File: config.mk
export PLATFORM = sky130hd
export DESIGN_NAME = mc_ctrl_fsm
export DESIGN_NICKNAME = d
export VERILOG_FILES = /design/src/rtl/mc_ctrl_fsm.sv
export SDC_FILE = /design/constraint.sdc
export NUM_CORES = 1
export LEC_CHECK = 0
export BUFFER_PORTS_ARGS = -buffer_cell sky130_fd_sc_hd__buf_2
export CAP_MARGIN = 20
export CORE_UTILIZATION = 44
export CTS_CLUSTER_SIZE = 16
export DETAILED_ROUTE_END_ITERATION = 8
export GPL_TIMING_DRIVEN = 0
export PLACE_DENSITY = 0.89
export SLEW_MARGIN = 20
export SYNTH_ARGS = -nofsm -noshare
export SYNTH_HDL_FRONTEND = slang
export SYNTH_SLANG_ARGS = --single-unit
File: constraint.sdc
create_clock -name clk -period 2.3 [get_ports clk]
set_input_delay 0.345 -clock clk [delete_from_list [all_inputs] [get_ports clk]]
set_output_delay 0.345 -clock clk [all_outputs]
set_load 0.05 [all_outputs]
File: src/rtl/mc_ctrl_fsm.sv
// rtl/mc_ctrl_fsm.sv - multi-cycle RV32I main controller FSM with memory watchdog
//
// Sequences FETCH -> DECODE -> EXEC -> (MEM) -> (WB) around the shared datapath.
// Ports:
//   clk, rst                     clock, synchronous active-high reset
//   instr_i                      instruction register contents (valid from DECODE)
//   br_taken_i                   branch comparator result (valid in EXEC)
//   imem_ready_i, dmem_ready_i   memory handshakes
//   imem_req_o, dmem_req_o, dmem_we_o, ir_we_o, pc_we_o, pc_sel_o,
//   alu_src_a_o, alu_src_b_o, rf_we_o, wb_sel_o, retire_o   datapath control
//   illegal_o, bus_err_o         sticky trap flags
//   state_o                      current state encoding
module mc_ctrl_fsm #(
    parameter int TIMEOUT_CYCLES = 16,
    parameter int CNT_W          = 5
) (
    input  logic        clk,
    input  logic        rst,
    input  logic [31:0] instr_i,
    input  logic        br_taken_i,
    input  logic        imem_ready_i,
    input  logic        dmem_ready_i,
    output logic        imem_req_o,
    output logic        dmem_req_o,
    output logic        dmem_we_o,
    output logic        ir_we_o,
    output logic        pc_we_o,
    output logic [1:0]  pc_sel_o,
    output logic        alu_src_a_o,
    output logic        alu_src_b_o,
    output logic        rf_we_o,
    output logic [1:0]  wb_sel_o,
    output logic        retire_o,
    output logic        illegal_o,
    output logic        bus_err_o,
    output logic [2:0]  state_o
);

    typedef enum logic [2:0] {
        S_FETCH  = 3'd0,
        S_DECODE = 3'd1,
        S_EXEC   = 3'd2,
        S_MEM    = 3'd3,
        S_WB     = 3'd4,
        S_TRAP   = 3'd7
    } state_e;

    localparam logic [6:0] OP_R     = 7'b0110011;
    localparam logic [6:0] OP_I     = 7'b0010011;
    localparam logic [6:0] OP_L     = 7'b0000011;
    localparam logic [6:0] OP_S     = 7'b0100011;
    localparam logic [6:0] OP_B     = 7'b1100011;
    localparam logic [6:0] OP_JAL   = 7'b1101111;
    localparam logic [6:0] OP_JALR  = 7'b1100111;
    localparam logic [6:0] OP_LUI   = 7'b0110111;
    localparam logic [6:0] OP_AUIPC = 7'b0010111;

    // Count value of the last tolerated not-ready cycle.
    localparam logic [CNT_W-1:0] CNT_LAST = CNT_W'(TIMEOUT_CYCLES - 1);

    state_e             state_q, state_d;
    logic [CNT_W-1:0]   cnt_q, cnt_d;
    logic               illegal_q, illegal_d;
    logic               bus_err_q, bus_err_d;

    logic [6:0] opcode;
    logic       is_r, is_i, is_l, is_s, is_b, is_jal, is_jalr, is_lui, is_auipc, legal;
    logic       rd_nz, waiting, timeout;
    logic       unused_instr;

    assign opcode       = instr_i[6:0];
    assign rd_nz        = (instr_i[11:7] != 5'd0);
    assign unused_instr = ^instr_i[31:12];

    assign is_r     = (opcode == OP_R);
    assign is_i     = (opcode == OP_I);
    assign is_l     = (opcode == OP_L);
    assign is_s     = (opcode == OP_S);
    assign is_b     = (opcode == OP_B);
    assign is_jal   = (opcode == OP_JAL);
    assign is_jalr  = (opcode == OP_JALR);
    assign is_lui   = (opcode == OP_LUI);
    assign is_auipc = (opcode == OP_AUIPC);
    assign legal    = is_r | is_i | is_l | is_s | is_b | is_jal | is_jalr | is_lui | is_auipc;

    assign waiting = ((state_q == S_FETCH) && !imem_ready_i) ||
                     ((state_q == S_MEM)   && !dmem_ready_i);
    assign timeout = (TIMEOUT_CYCLES != 0) && (cnt_q == CNT_LAST);

    always_ff @(posedge clk) begin
        if (rst) begin
            state_q   <= S_FETCH;
            cnt_q     <= '0;
            illegal_q <= 1'b0;
            bus_err_q <= 1'b0;
        end else begin
            state_q   <= state_d;
            cnt_q     <= cnt_d;
            illegal_q <= illegal_d;
            bus_err_q <= bus_err_d;
        end
    end

    always_comb begin
        state_d     = state_q;
        cnt_d       = cnt_q;
        illegal_d   = illegal_q;
        bus_err_d   = bus_err_q;
        imem_req_o  = 1'b0;
        dmem_req_o  = 1'b0;
        dmem_we_o   = 1'b0;
        ir_we_o     = 1'b0;
        pc_we_o     = 1'b0;
        pc_sel_o    = 2'd0;
        alu_src_a_o = 1'b0;
        alu_src_b_o = 1'b0;
        rf_we_o     = 1'b0;
        wb_sel_o    = 2'd0;
        retire_o    = 1'b0;

        // ALU operand selects stay valid through EXEC, MEM and WB.
        if (state_q == S_EXEC || state_q == S_MEM || state_q == S_WB) begin
            alu_src_a_o = is_auipc | is_b | is_jal;
            alu_src_b_o = !(is_r | is_b);
        end

        case (state_q)
            S_FETCH: begin
                imem_req_o = 1'b1;
                if (imem_ready_i) begin
                    ir_we_o = 1'b1;
                    state_d = S_DECODE;
                end else if (timeout) begin
                    state_d   = S_TRAP;
                    bus_err_d = 1'b1;
                end
            end
            S_DECODE: begin
                if (!legal) begin
                    state_d   = S_TRAP;
                    illegal_d = 1'b1;
                end else begin
                    state_d = S_EXEC;
                end
            end
            S_EXEC: begin
                if (is_b) begin
                    pc_we_o  = 1'b1;
                    pc_sel_o = br_taken_i ? 2'd1 : 2'd0;
                    retire_o = 1'b1;
                    state_d  = S_FETCH;
                end else if (is_l || is_s) begin
                    state_d = S_MEM;
                end else begin
                    state_d = S_WB;
                end
            end
            S_MEM: begin
                dmem_req_o = 1'b1;
                dmem_we_o  = is_s;
                if (dmem_ready_i) begin
                    if (is_s) begin
                        pc_we_o  = 1'b1;
                        retire_o = 1'b1;
                        state_d  = S_FETCH;
                    end else begin
                        state_d = S_WB;
                    end
                end else if (timeout) begin
                    state_d   = S_TRAP;
                    bus_err_d = 1'b1;
                end
            end
            S_WB: begin
                rf_we_o  = rd_nz;
                wb_sel_o = is_l ? 2'd1 : (is_jal | is_jalr) ? 2'd2 : is_lui ? 2'd3 : 2'd0;
                pc_we_o  = 1'b1;
                pc_sel_o = is_jal ? 2'd1 : is_jalr ? 2'd2 : 2'd0;
                retire_o = 1'b1;
                state_d  = S_FETCH;
            end
            S_TRAP: begin
            end
            default: state_d = S_FETCH;
        endcase

        if (state_d != state_q) begin
            cnt_d = '0;
        end else if (waiting) begin
            cnt_d = cnt_q + CNT_W'(1);
        end

        // While reset is held every output reads zero, including the flags.
        if (rst) begin
            imem_req_o  = 1'b0;
            dmem_req_o  = 1'b0;
            dmem_we_o   = 1'b0;
            ir_we_o     = 1'b0;
            pc_we_o     = 1'b0;
            pc_sel_o    = 2'd0;
            alu_src_a_o = 1'b0;
            alu_src_b_o = 1'b0;
            rf_we_o     = 1'b0;
            wb_sel_o    = 2'd0;
            retire_o    = 1'b0;
        end
    end

    assign illegal_o = illegal_q & !rst;
    assign bus_err_o = bus_err_q & !rst;
    assign state_o   = rst ? 3'd0 : state_q;

endmodule

==> impl_metrics.yaml, run 1 <==
worst_setup_path:
  timing.reg2reg.worst_path_depth: 8
  cp.buffers_inverters: 3
  r2r-end: "cnt_q[1]$_SDFFE_PP0P_"
  worst_path_max_delay_cell: "dfxtp_1"
  timing.critical_path.arrival_ns: 1.90
  timing.rr.start: "cnt_q[0]$_SDFFE_PP0P_"
  critPathMaxStageDelay_ns: 0.37
  critical_path.top_delay_family: "buffers and inverters"
  worstPathMaxFanout: 10
  path_class: "flip-flop to output port"
  timing.critical_path.cells: "clkbuf_8, inv_1, or3_1, a21o_1, nor3b_2, buf_2"
  setup.worst_path.end_class: "output port"
  worst-r2r-setup-slack_ns: 0.22
  cp.required_ns: 1.96
  timing.critical_path.from_type: "flip-flop"
global_routing:
  globalRouteOverflowTotal: 0
  globalRouteTotalUtil_pct: 21.80
  wire_length_of_the_first_global_routing_pass_mm: 4.305
  grt_max_degree: 11
  grt_antenna_before_repair: 0
  first_global_vias: 999
logic_synthesis:
  synth.distinct_cells: 48
  yosys.area_share.simple_pct: 38.28
  synth_sequential_area_ratio_pct: 19.95
  synth_compound_gate_area_share_pct: 24.81
  synth_adder_area_share_pct: 2.494
  synth_area_leader_cell: "dfxtp_1"
  synth-main-ff-cell: "dfxtp_1"
  synthArstFlopShare_pct: 0
  netlist_area_um2: 1003
  synthMuxAreaShare_pct: 1.995
  syn_nets: 170
  postSynthRegisterBits: 10
  yosys.area_share.xor_xnor_pct: 3.491
  netlist_instances: 131
  synth_top_family_by_area: "simple AND/OR/NAND/NOR gates"
  yosys_warnings: 0
  synth_top_cells_by_area: "dfxtp_1 (20%), nor2_1 (5.6%), a21oi_1 (5.5%), nor2b_1 (5.0%), buf_6 (3.4%)"
  syn_area_per_cell_um2: 7.660
  synth_enable_flop_cells: 0
  yosys.area.top_type_share_pct: 19.95
detailed_routing:
  detail_route.first_pass.iterations: 4
  post_drt_via_cell_ratio: 5.778
  via_total_after_detailed_routing: 1121
  detailedRoute.firstIterationViolations: 44
  final_routed_wire_length_divided_by_cell_count_um: 13.52
  ant_nets: 0
  remaining_drc_errors: 0
  drt-total-wl_mm: 2.622
sta:
  worst_pin_slew_ns: 0.5347
  fin_crit_ns: 2.244
  slew_headroom_pct: 63.85
  layout_worst_path_cycle_share_pct: 97.56
  timing.final.max_slew_violations: 0
  rsz0062_at_grt: "no"
  report.final.hold_viol_count: 0
  worst_clock_skew_ns: 0.004609
  max_freq_mhz: 445.7
  setup_viol_count_final: 0
  timing.setup.tns_ns: 0
clock_network:
  ctsHoldBuffers: 0
  tritoncts: "yes"
  cts.reportedPaths.clkPinSlew_ns: 0.07
  post_cts_resize_count: 0
  clock_root_buffer: "clkbuf_4"
  worst_skew_pair.late_latency_ns: 0.27
  clock_tree.htree_level_count: 1
  cts_sinks: 10
  cts_buffers: 3
  cts_setup_buffers: 0
  clk_path_buf_depth: 2
layout:
  final_cell_count_no_fill: 194
  final.fill_count: 179
  layout-area-overhead-vs-synth_pct: 26.31
  leading_cell_type_in_the_layout_fill_and_taps_excluded: "buf_2"
  most-common-layout-cells: "buf_2 (31), nor2_1 (15), a21oi_1 (11)"
  insertedDiodeCount: 0
  layout-drive-gt1-share_pct: 34.73
  final_nets: 207
die:
  initial_utilization_pct: 49.14
  die_h_um: 49.76
  core_um2: 2042
  chipWidth_um: 49.76
  boundaryPins: 55
  die_area_um2: 2476
  std_cell_rows: 16
min_path:
  hold_path.class: "primary input to flip-flop"
  hold_path.startpoint: "rst"
  hold-path-endpoint: "state_q[1]$_SDFF_PP0_"
  worstHoldPathCells: 3
power_and_ir_drop:
  power.ir.vdd_worst_mv: 0.7690
  power.density_nw_per_um2: 1009
  power_leakage_nw: 0.5435
placed_design:
  place.port_buffers: 32
  post-place-cells: 190
  dpl.hpwl_mm: 2.005
  globalplace.congestion: 0.8431
run_status:
  status: "completed"
run:
  cap_violations: 0
worst min-delay path: cells and delay by family:
kind            cells  cell delay (ns)
compound gates      2             0.20
buf+inv             1             0.13
sequential cells by signal, indices dropped and copies added (netlist names):
signal     count
bus_err_q      1
illegal_q      1
state_q        3
cnt_q          5
power by group:
group | internal (mW) | switching [mW]
logic | 0.311 | 0.552
registers | 0.213 | 0.0436
clock network | 0.0963 | 0.0631
total | 0.620 | 0.659
how the worst max path moves through the flow:
stage                          startpoint                     to  slack [ns]  depth (start not counted)
detailed placement  cnt_q[0]$_SDFFE_PP0P_  cnt_q[1]$_SDFFE_PP0P_        0.15                          8
finish              state_q[2]$_SDFF_PP0_            alu_src_a_o        0.06                          6
CTS                 state_q[2]$_SDFF_PP0_            alu_src_a_o        0.05                          6
global placement               instr_i[4]               retire_o        0.21                          8
global route                   instr_i[6]            alu_src_a_o       0.002                          7
floorplan           state_q[1]$_SDFF_PP0_                ir_we_o       -0.15                          4
logic make-up after synthesis:
kind of cell               count (synthesis)
DFF                                       10
muxes                                      2
xor gates and xnor gates                   4
adders and majority gates                  2
AOI/OAI and AO/OA                         34
buffers and inverters                     13
and+or+nand+nor                           66
cells in the mapped netlist, types with 3 or more instances:
master / number
nor2_1: 15
a21oi_1: 11
dfxtp_1: 10
nor2b_1: 8
nand3_1: 6
and3_1: 5
nand2_1: 5
nor3_1: 5
a211oi_1: 4
nor3b_1: 4
o21ai_0: 4
buf_6: 3
clkbuf_1: 3
inv_1: 3
metrics by stage:
stage | hold slack, ns | utilization (%) | setup slack, ns | instance area (um^2) | total power, mW
after global placement | 0.4479 | 59.56 | 0.2133 | 1216 | 1.060
final | 0.4511 | 62.07 | 0.05611 | 1267 | 1.279
after global routing | 0.4785 | 62.07 | 0.002172 | 1267 | 1.352
after floorplan | 0.4290 | - | -0.1494 | 1022 | 0.9281
after CTS | 0.4488 | 61.34 | 0.05052 | 1252 | 1.255
after detailed placement | 0.4538 | 59.56 | 0.1472 | 1216 | 1.089
metal layers:
metal	part of all wire (%)	GRT usage, %	routed length (um)	up-vias
met5	0	0	0	-
met3	8.5	2.778	224	3
met2	47	37.16	1245	58
met4	0.84	7.619	22	0
met1	43	27.85	1130	505
li1	-	-	-	555
area by class of cell:
| type | instances | area, um^2 | area share [%] |
|---|---|---|---|
| Clock buffer | 4 | 36.28 | 2.863 |
| Timing Repair Buffer | 32 | 165.2 | 13.03 |
| Sequential cell | 10 | 200.2 | 15.79 |
| Inverter | 3 | 11.26 | 0.8884 |
| Multi-Input combinational cell | 108 | 742.0 | 58.54 |
| Buffer | 10 | 78.83 | 6.219 |
| Tap cell | 27 | 33.78 | 2.665 |
No activity file was read; power rests on OpenSTA's default activity.
==> run 2, diff against run 1 <==
--- a/config.mk
+++ b/config.mk
@@ -5,6 +5,7 @@
 export SDC_FILE = /design/constraint.sdc
 export NUM_CORES = 1
 export LEC_CHECK = 0
+export ABC_AREA = 1
 export BUFFER_PORTS_ARGS = -buffer_cell sky130_fd_sc_hd__buf_2
 export CAP_MARGIN = 20
 export CORE_UTILIZATION = 44
==> impl_metrics.yaml, run 2 <==
run_status:
  status: "completed"
sta:
  slew_headroom_pct: 70.63
  setup_viol_count_final: 0
  rsz0062_at_grt: "no"
  timing.final.max_slew_violations: 0
  worst_pin_slew_ns: 0.4406
  max_freq_mhz: 484.6
  fin_worst_hold_slack_ns: 0.4590
  layout_worst_path_cycle_share_pct: 89.72
  fin_crit_ns: 2.064
  worst_clock_skew_ns: 0.002266
  report.final.hold_viol_count: 0
die:
  die_h_um: 49.73
  boundaryPins: 55
  initial_utilization_pct: 49.08
  core_um2: 2042
  die_area_um2: 2473
  std_cell_rows: 16
  chipWidth_um: 49.73
placed_design:
  post-place-cells: 231
  dpl.hpwl_mm: 1.863
  place.port_buffers: 33
  globalplace.congestion: 0.9074
clock_network:
  clock_tree.htree_level_count: 1
  clock_root_buffer: "clkbuf_4"
  clk_path_buf_depth: 2
  cts_setup_buffers: 0
  cts_buffers: 3
  cts_sinks: 10
  worst_skew_pair.late_latency_ns: 0.26
  cts.reportedPaths.clkPinSlew_ns: 0.07
  tritoncts: "yes"
  post_cts_resize_count: 0
  ctsHoldBuffers: 0
logic_synthesis:
  syn_nets: 210
  synth_enable_flop_cells: 0
  synthTopCellsByCount: "nand2_1 (33), nor2_1 (30), inv_1 (29)"
  synth_top_cells_by_area: "dfxtp_1 (20%), nand2_1 (12%), nor2_1 (11%), inv_1 (11%), nand2_2 (4.4%)"
  synthArstFlopShare_pct: 0
  syn_area_per_cell_um2: 5.861
  synth.distinct_cells: 30
  netlist_instances: 171
  yosys_warnings: 0
  synth_area_leader_cell: "dfxtp_1"
  synth_sequential_area_ratio_pct: 19.98
  yosys.area.top_type_share_pct: 19.98
  synth-main-ff-cell: "dfxtp_1"
  yosys.cell_count.top_type: "nand2_1"
  postSynthRegisterBits: 10
  netlist_area_um2: 1002
detailed_routing:
  detail_route.first_pass.iterations: 4
  ant_nets: 0
  routedLengthMet1_mm: 1.000
  via_total_after_detailed_routing: 1109
  topRoutingLayerUsed: "met4"
  final_routed_wire_length_divided_by_cell_count_um: 9.643
  wl_met3_um: 126
  dr_wl_met2_mm: 1.124
  detailedRoute.firstIterationViolations: 36
  post_drt_via_cell_ratio: 4.719
  remaining_drc_errors: 0
  drt-total-wl_mm: 2.266
layout:
  largest_reg_flops: 5
  final.fill_count: 200
  multi_input_area_um2: 645.6
  final_cell_count_no_fill: 235
  most-common-layout-cells: "nand2_1 (33), buf_2 (33), inv_1 (29), nor2_1 (29), dfxtp_1 (10)"
  layout_top_registers: "cnt_q x5, state_q x3"
  final_nets: 248
  layout-area-overhead-vs-synth_pct: 24.72
  largest-register: "cnt_q"
  sequential_cell_area_um2: 200.2
  insertedDiodeCount: 0
  layout-drive-gt1-share_pct: 32.69
global_routing:
  globalRouteTotalUtil_pct: 20.10
  globalRouteOverflowTotal: 0
  first_global_vias: 986
  wire_length_of_the_first_global_routing_pass_mm: 3.884
  grt_max_degree: 11
  grt_antenna_before_repair: 0
worst_setup_path:
  worst-r2r-setup-slack_ns: 0.44
  timing.critical_path.from_type: "flip-flop"
  worstPathMaxFanout: 8
  timing.critical_path.arrival_ns: 1.72
  cp.required_ns: 1.96
  path_class: "flip-flop to output port"
  setup.worst_path.end_class: "output port"
power_and_ir_drop:
  report.power.total_mw: 1.149
  power.density_nw_per_um2: 919.1
  power.ir.vdd_worst_mv: 1.033
  power_leakage_nw: 0.6979
min_path:
  hold_path.class: "flip-flop to flip-flop"
run:
  cap_violations: 0
run 2: cell count changes after synthesis, moves of 5 or more:
| cell | previous run | this run |
|---|---|---|
| nand2_2 | 1 | 7 |
| nand4_1 | 0 | 5 |
| nand2_1 | 5 | 33 |
| and3_1 | 5 | 0 |
| inv_2 | 0 | 5 |
| inv_1 | 3 | 29 |
| nor2b_1 | 8 | 0 |
| nor2_1 | 15 | 30 |
run 2: logic make-up (layout without fill, tap and decap cells):
kind of cell | Yosys count | count (layout) | synth area share, %
fa+ha+maj | 2 | 2 | 2.496
mux | 2 | 2 | 2.122
buf+inv | 40 | 77 | 16.85
simple gates | 99 | 99 | 47.44
compound gates | 15 | 15 | 8.490
xor+xnor | 3 | 3 | 2.622
flops | 10 | 10 | 19.97
run 2: report_power, final:
part | total, mW | internal, mW | switching [mW]
registers | 0.227 | 0.206 | 0.0211
clock network | 0.157 | 0.0959 | 0.0611
logic | 0.765 | 0.238 | 0.527
total | 1.15 | 0.539 | 0.610
run 2: path summary, 6_finish.rpt:
kind / endpoint / startpoint / cells past startpoint
max: retire_o / state_q[0]$_SDFF_PP0_ / 9
min: illegal_q$_SDFFE_PP0P_ / illegal_q$_SDFFE_PP0P_ / 2
max reg2reg: cnt_q[1]$_SDFFE_PP0P_ / cnt_q[0]$_SDFFE_PP0P_ / 13
min reg2reg: illegal_q$_SDFFE_PP0P_ / illegal_q$_SDFFE_PP0P_ / 2
run 2: routing by layer:
| metal | vias to the layer above | GRT usage, % |
|---|---|---|
| li1 | 604 | - |
| met1 | 472 | 23.46 |
| met2 | 31 | 37.84 |
| met3 | 2 | 2.160 |
| met4 | 0 | 5.714 |
| met5 | - | 0 |
run 2: layout make-up:
type	instances	area share, %
sequential	10	16.02
buffer	5	3.003
clock buffer	4	2.903
timing repair buffer	33	13.21
multi-input combinational	121	51.65
inverter	35	10.51
tap	27	2.703
run 2: through the flow:
| step | area (um^2) | setup slack (ns) | setup TNS [ns] | util [%] |
|---|---|---|---|---|
| finish | 1250 | 0.2363 | 0 | 61.21 |
| global placement | 1214 | 0.4133 | 0 | 59.44 |
| detailed placement | 1214 | 0.3868 | 0 | 59.44 |
| global route | 1250 | 0.07594 | 0 | 61.21 |
| CTS | 1250 | 0.2278 | 0 | 61.21 |
| floorplan | 1015 | -0.01208 | -0.01208 | - |
run 2: critical path, cell delays in order, from the launching register on:
cell,delay (ns)
dfxtp_1,0.34
buf_6,0.14
nand2_1,0.08
nor2_2,0.14
inv_1,0.11
o21ai_0,0.17
nand2_1,0.07
inv_1,0.07
buf_4,0.10
buf_2,0.24
